## src/rtl/fetch_stage.sv

```systemverilog
// fetch_stage: IF stage - owns the PC, issues instruction-memory reads and writes the IF/ID register.
//   clk, rst_n                : clock (rising edge), asynchronous active-low reset
//   imem_addr/imem_rd         : fetch address and read request, held stable until imem_done
//   imem_data/imem_done       : fetched word and its 1-cycle completion pulse
//   stall_ID                  : ID cannot accept a new instruction this cycle
//   flush/branch_target       : redirect to a new PC (highest non-reset priority)
//   instr/pc2/valid_IF_ID     : IF/ID register contents
//   is_rst                    : IF/ID reset marker for the decoder
//   halted                    : fetch stopped on a HALT instruction
module fetch_stage #(
    parameter logic [15:0] RESET_PC  = 16'h0000,
    parameter logic [15:0] NOP_INSTR = 16'h0800,
    parameter logic [4:0]  HALT_OPC  = 5'b00000
) (
    input  logic        clk,
    input  logic        rst_n,
    output logic [15:0] imem_addr,
    output logic        imem_rd,
    input  logic [15:0] imem_data,
    input  logic        imem_done,
    input  logic        stall_ID,
    input  logic        flush,
    input  logic [15:0] branch_target,
    output logic [15:0] instr_IF_ID,
    output logic [15:0] pc2_IF_ID,
    output logic        valid_IF_ID,
    output logic        is_rst,
    output logic        halted
);
    typedef enum logic [2:0] {BOOT, ISSUE, WAIT, HOLD, DRAIN, HALTED} state_t;
    state_t state_q, state_d;
    logic [15:0] pc_q, pc_d, addr_q, addr_d, instr_q, instr_d, pc2_q, pc2_d;
    logic [15:0] skid_q, skid_d, skid_pc2_q, skid_pc2_d, pc_inc;
    logic valid_q, valid_d, is_rst_q, fetching, req;
    assign pc_inc    = pc_q + 16'd2;
    assign fetching  = state_q == ISSUE || state_q == WAIT;
    assign req       = fetching || state_q == DRAIN;
    // DRAIN keeps presenting the address of the request the memory cannot abort
    assign imem_addr = state_q == DRAIN ? addr_q : pc_q;
    assign imem_rd   = req;
    assign instr_IF_ID = instr_q;
    assign pc2_IF_ID   = pc2_q;
    assign valid_IF_ID = valid_q;
    assign is_rst      = is_rst_q;
    assign halted      = state_q == HALTED;
    always_comb begin
        state_d    = state_q;
        pc_d       = pc_q;
        addr_d     = addr_q;
        instr_d    = instr_q;
        pc2_d      = pc2_q;
        skid_d     = skid_q;
        skid_pc2_d = skid_pc2_q;
        // without a new word, ID consuming the current one leaves a bubble; a stall holds it
        valid_d    = valid_q & stall_ID;
        if (flush) begin
            pc_d    = branch_target & 16'hFFFE;
            instr_d = NOP_INSTR;
            valid_d = 1'b0;
            state_d = (req && !imem_done) ? DRAIN : ISSUE;
            if (fetching) addr_d = pc_q;
        end else begin
            case (state_q)
                BOOT: state_d = ISSUE;
                ISSUE, WAIT: begin
                    if (!imem_done) state_d = WAIT;
                    else begin
                        pc_d = pc_inc;
                        if (stall_ID) begin
                            skid_d     = imem_data;
                            skid_pc2_d = pc_inc;
                            state_d    = HOLD;
                        end else begin
                            instr_d = imem_data;
                            pc2_d   = pc_inc;
                            valid_d = 1'b1;
                            state_d = imem_data[15:11] == HALT_OPC ? HALTED : ISSUE;
                        end
                    end
                end
                HOLD: begin
                    if (!stall_ID) begin
                        instr_d = skid_q;
                        pc2_d   = skid_pc2_q;
                        valid_d = 1'b1;
                        state_d = skid_q[15:11] == HALT_OPC ? HALTED : ISSUE;
                    end
                end
                DRAIN: state_d = imem_done ? ISSUE : DRAIN;
                default: state_d = state_q;
            endcase
        end
    end
    always_ff @(posedge clk or negedge rst_n) begin
        if (!rst_n) begin
            state_q    <= BOOT;
            pc_q       <= RESET_PC & 16'hFFFE;
            addr_q     <= 16'h0000;
            instr_q    <= NOP_INSTR;
            pc2_q      <= 16'h0000;
            valid_q    <= 1'b0;
            skid_q     <= NOP_INSTR;
            skid_pc2_q <= 16'h0000;
            is_rst_q   <= 1'b1;
        end else begin
            state_q    <= state_d;
            pc_q       <= pc_d;
            addr_q     <= addr_d;
            instr_q    <= instr_d;
            pc2_q      <= pc2_d;
            valid_q    <= valid_d;
            skid_q     <= skid_d;
            skid_pc2_q <= skid_pc2_d;
            is_rst_q   <= 1'b0;
        end
    end
endmodule
```

## config.mk

```make
export PLATFORM = sky130hd
export DESIGN_NAME = fetch_stage
export DESIGN_NICKNAME = d
export VERILOG_FILES = /design/src/rtl/fetch_stage.sv
export SDC_FILE = /design/constraint.sdc
export NUM_CORES = 1
export LEC_CHECK = 0
export CORE_MARGIN = 10
export CORE_UTILIZATION = 55
export CTS_CLUSTER_DIAMETER = 30
export CTS_CLUSTER_SIZE = 10
export DETAILED_ROUTE_END_ITERATION = 10
export GPL_TIMING_DRIVEN = 0
export HOLD_SLACK_MARGIN = 0.15
export MAX_ROUTING_LAYER = met4
export PLACE_DENSITY_LB_ADDON = 0.1
export REMOVE_ABC_BUFFERS = 1
export SLEW_MARGIN = 20
export SYNTH_ARGS = -nofsm -noshare
export SYNTH_HDL_FRONTEND = slang
export SYNTH_SLANG_ARGS = --single-unit
export TNS_END_PERCENT = 50
```

## constraint.sdc

```tcl
create_clock -name clk -period 3.43 [get_ports clk]
set_clock_uncertainty 0.2 [all_clocks]
set_input_delay 0.686 -clock clk [delete_from_list [all_inputs] [get_ports clk]]
set_output_delay 0.686 -clock clk [all_outputs]
set_load 0.01 [all_outputs]
```

==> flow_summary.ini <==
[critical_path]
worstPathRequired_ns = 2.54
critPathLaunch = state_q[2]
cp_cell_sequence = inv_2, nor3_4, buf_12, mux2_2, clkdlybuf4s50_1
critical_path.startpoint_type = register
cp.buffers_inverters = 3
end_kind = output pin
worstSetupPathType = register to output pin
path_max_fanout = 18
worst_path_largest_cell_delay_ns = 0.56
cp_slowest_cell = dfrtp_2
reg2reg_from = state_q[1]
crit_arrival_ns = 2.35
critical_path.top_delay_family = buffers and inverters

[synthesis]
async_flop_share_pct = 100
synth-seq-area-share_pct = 49.5
synth_area_leaders = dfrtp_1, mux2_2, nand2_1
synth_xor_area_share_pct = 3.05
synth_cell_type_count = 56
synth-seq-cells = 97
avgSynthCellArea_um2 = 9.91
synth_ff_type = dfrtp_1
synth_top_family_by_area = simple AND/OR/NAND/NOR gates
synth-compound-area-share_pct = 13.4
ys_warn_count = 0
syn_area_mm2 = 0.00491
synth_top_area_share_pct = 47.9
synth-edff-count = 0
synth_mux_area_share_pct = 9.80
netlist_instances = 496
yosysTopAreaCell = dfrtp_1
synth_fa_ha_area_share_pct = 0.458
synth_simple_gate_area_share_pct = 18.7

[floorplan]
chipHeight_um = 115
start_util_pct = 56.4
num_rows = 34
die_area_mm2 = 0.0131
die_x_um = 115
ios = 89
coreArea_mm2 = 0.00872

[power_and_ir_drop]
p_total_mw = 4.40
p_per_area_mw_per_mm2 = 737
ir_drop_v = 0.000408
p_leak_nw = 2.44

[sta]
setup_ws_ns = 0.199
hold_slack_ns = 0.282
drv_slew = 0
rsz0062_at_grt = false
tns_ns = 0
worst_pin_slew_ns = 0.945
final_hold_viol_count = 0
min_period_over_period_pct = 94.2
finalSetupViolations = 0
layout_min_cycle_time_ns = 3.23
slew_headroom_pct = 36.9
fmax_ghz = 0.309

[finish]
diodes = 0
syn2layout_area_growth_pct = 21.5
nets = 594
drive_gt1_share_pct = 14.1

[grt]
grtUsageTotal_pct = 18.7
antenna_found_initial = 0
grt_overflow = 0
grt_pass1_vias = 3876
grt_pass1_wl_mm = 19.7
grt_max_degree = 73

[placed_design]
port_buffers = 85
detailed_place_hpwl_mm = 8.03
place_congestion = 0.808
pre_cts_ws_ns = 0.112

[drt]
ant_nets = 0
routedWlPerCell_um = 17.4
drc = 0
finalWirelength_mm = 11.6
drtIter0Drc = 236
vias = 3916
via_per_inst = 5.85
dr.pass1.iters = 4

[job]
cap_violations = 0

[clocking]
clockRootBuffer = clkbuf_8
clkTransAtPathRegs_ns = 0.09
cts_buffer_depth = 2
cts_sinks = 97
cts.htree.levels = 3
clk-insertion-delay-late_ns = 0.37
cts_tree = yes
cts_buffers = 9

[status]
status = complete, no violations

[min_path]
hold_path_class = register to register
hp-start = skid_pc2_q[14]
routing by layer:
metal | global-route usage, % | wire length (um)
met5 | - | 0
met3 | 4.14 | 687
met1 | 25.7 | 5460
met2 | 26.8 | 5400
met4 | 5.76 | 74
metrics by stage:
stage | utilization (%) | std cells | instance area, um^2
after floorplan | - | 455 | 4710
after global placement | 65.3 | 648 | 5690
after detailed placement | 65.9 | 651 | 5750
after CTS | 68.5 | 669 | 5970
after global routing | 68.5 | 669 | 5970
final | 68.5 | 669 | 5970
flip-flops by register name, summed over array words and instances (netlist names):
register,flops
valid_IF_ID,1
pc_q,15
addr_q,15
is_rst,1
pc2_IF_ID,15
state_q,3
instr_IF_ID,16
skid_q,16
skid_pc2_q,15
placed cells by master, fill, tap and decap left out, drive strengths merged, types with 2 or more instances in the layout:
| cell | instances |
|---|---|
| buf | 6 |
| and3 | 4 |
| o21ai | 34 |
| o31a | 2 |
| mux2i | 2 |
| nor3b | 2 |
| a21oi | 9 |
| clkinv | 2 |
| nand4 | 6 |
| a22o | 3 |
| clkinvlp | 2 |
| and4 | 2 |
| inv | 11 |
| a21o | 5 |
| nor4 | 10 |
| nor2 | 40 |
| xnor2 | 12 |
| nor3 | 12 |
| mux2 | 41 |
| dfstp | 3 |
| o31ai | 8 |
| or4 | 9 |
| clkbuf | 10 |
| conb | 3 |
| dfrtp | 94 |
| nand2 | 76 |
| clkdlybuf4s50 | 83 |
| nand3 | 18 |
| a311oi | 15 |
| o211ai | 4 |
| a211oi | 4 |
| a31oi | 11 |
| xor2 | 3 |
cell type report:
type                    instances  area, um^2
clock inverters                 6        50.0
clock buffers                  10         138
well taps                     108         135
inverters                       9        33.8
fillers                       699        2750
flip-flops and latches         97        2430
repair buffers                 90         931
multi-input cells             349        2250
final timing paths:
kind,endpoint,slack (ns),depth (start not counted)
worst min register to register,skid_pc2_q[14],0.28,2
max in group asynchronous,is_rst,1.82,3
worst min-delay path,skid_pc2_q[14],0.28,2
worst max-delay path,imem_addr[6],0.20,5
worst max register to register,skid_q[5],0.67,3
min in group asynchronous,pc2_IF_ID[15],0.55,2
tightest hold or removal path, cell delays in order (launching register included):
cell     delay [ns]
dfrtp_1        0.35
nand2_1        0.04
o21ai_0        0.06
synthesized netlist by cell type (all sizes together), types with 3 or more instances:
library cell,n
dfrtp,94
nand2,76
mux2,41
nor2,40
o21ai,34
buf,26
nand3,18
clkbuf,17
a311oi,15
nor3,12
xnor2,12
a31oi,11
nor4,10
a21oi,9
inv,9
or4,9
o31ai,8
nand4,6
a21o,5
a211oi,4
and3,4
o211ai,4
a22o,3
dfstp,3
xor2,3
power breakdown:
group	leakage (nW)	switching [mW]	total, mW	internal [mW]
logic	1.17	0.852	1.75	0.902
registers	1.18	0.334	1.92	1.58
clock network	0.0895	0.432	0.724	0.292
logic make-up after synthesis:
| kind of cell | Yosys count |
|---|---|
| DFF | 97 |
| muxes | 43 |
| adders and majority gates | 2 |
| xor gates and xnor gates | 15 |
| other | 1 |
| buffers and inverters | 52 |
| AOI/OAI and AO/OA | 100 |
| and+or+nand+nor | 186 |
repair_timing:
item | 4_1_cts | 5_1_grt
hold buffers | 1 | 0
buffers inserted | 1 | 0
setup endpoints to repair | 15 | 0
gates resized for setup | 1 | 0
endpoints found under the hold margin | 25 | 0
(Power assumes the default switching activity.)
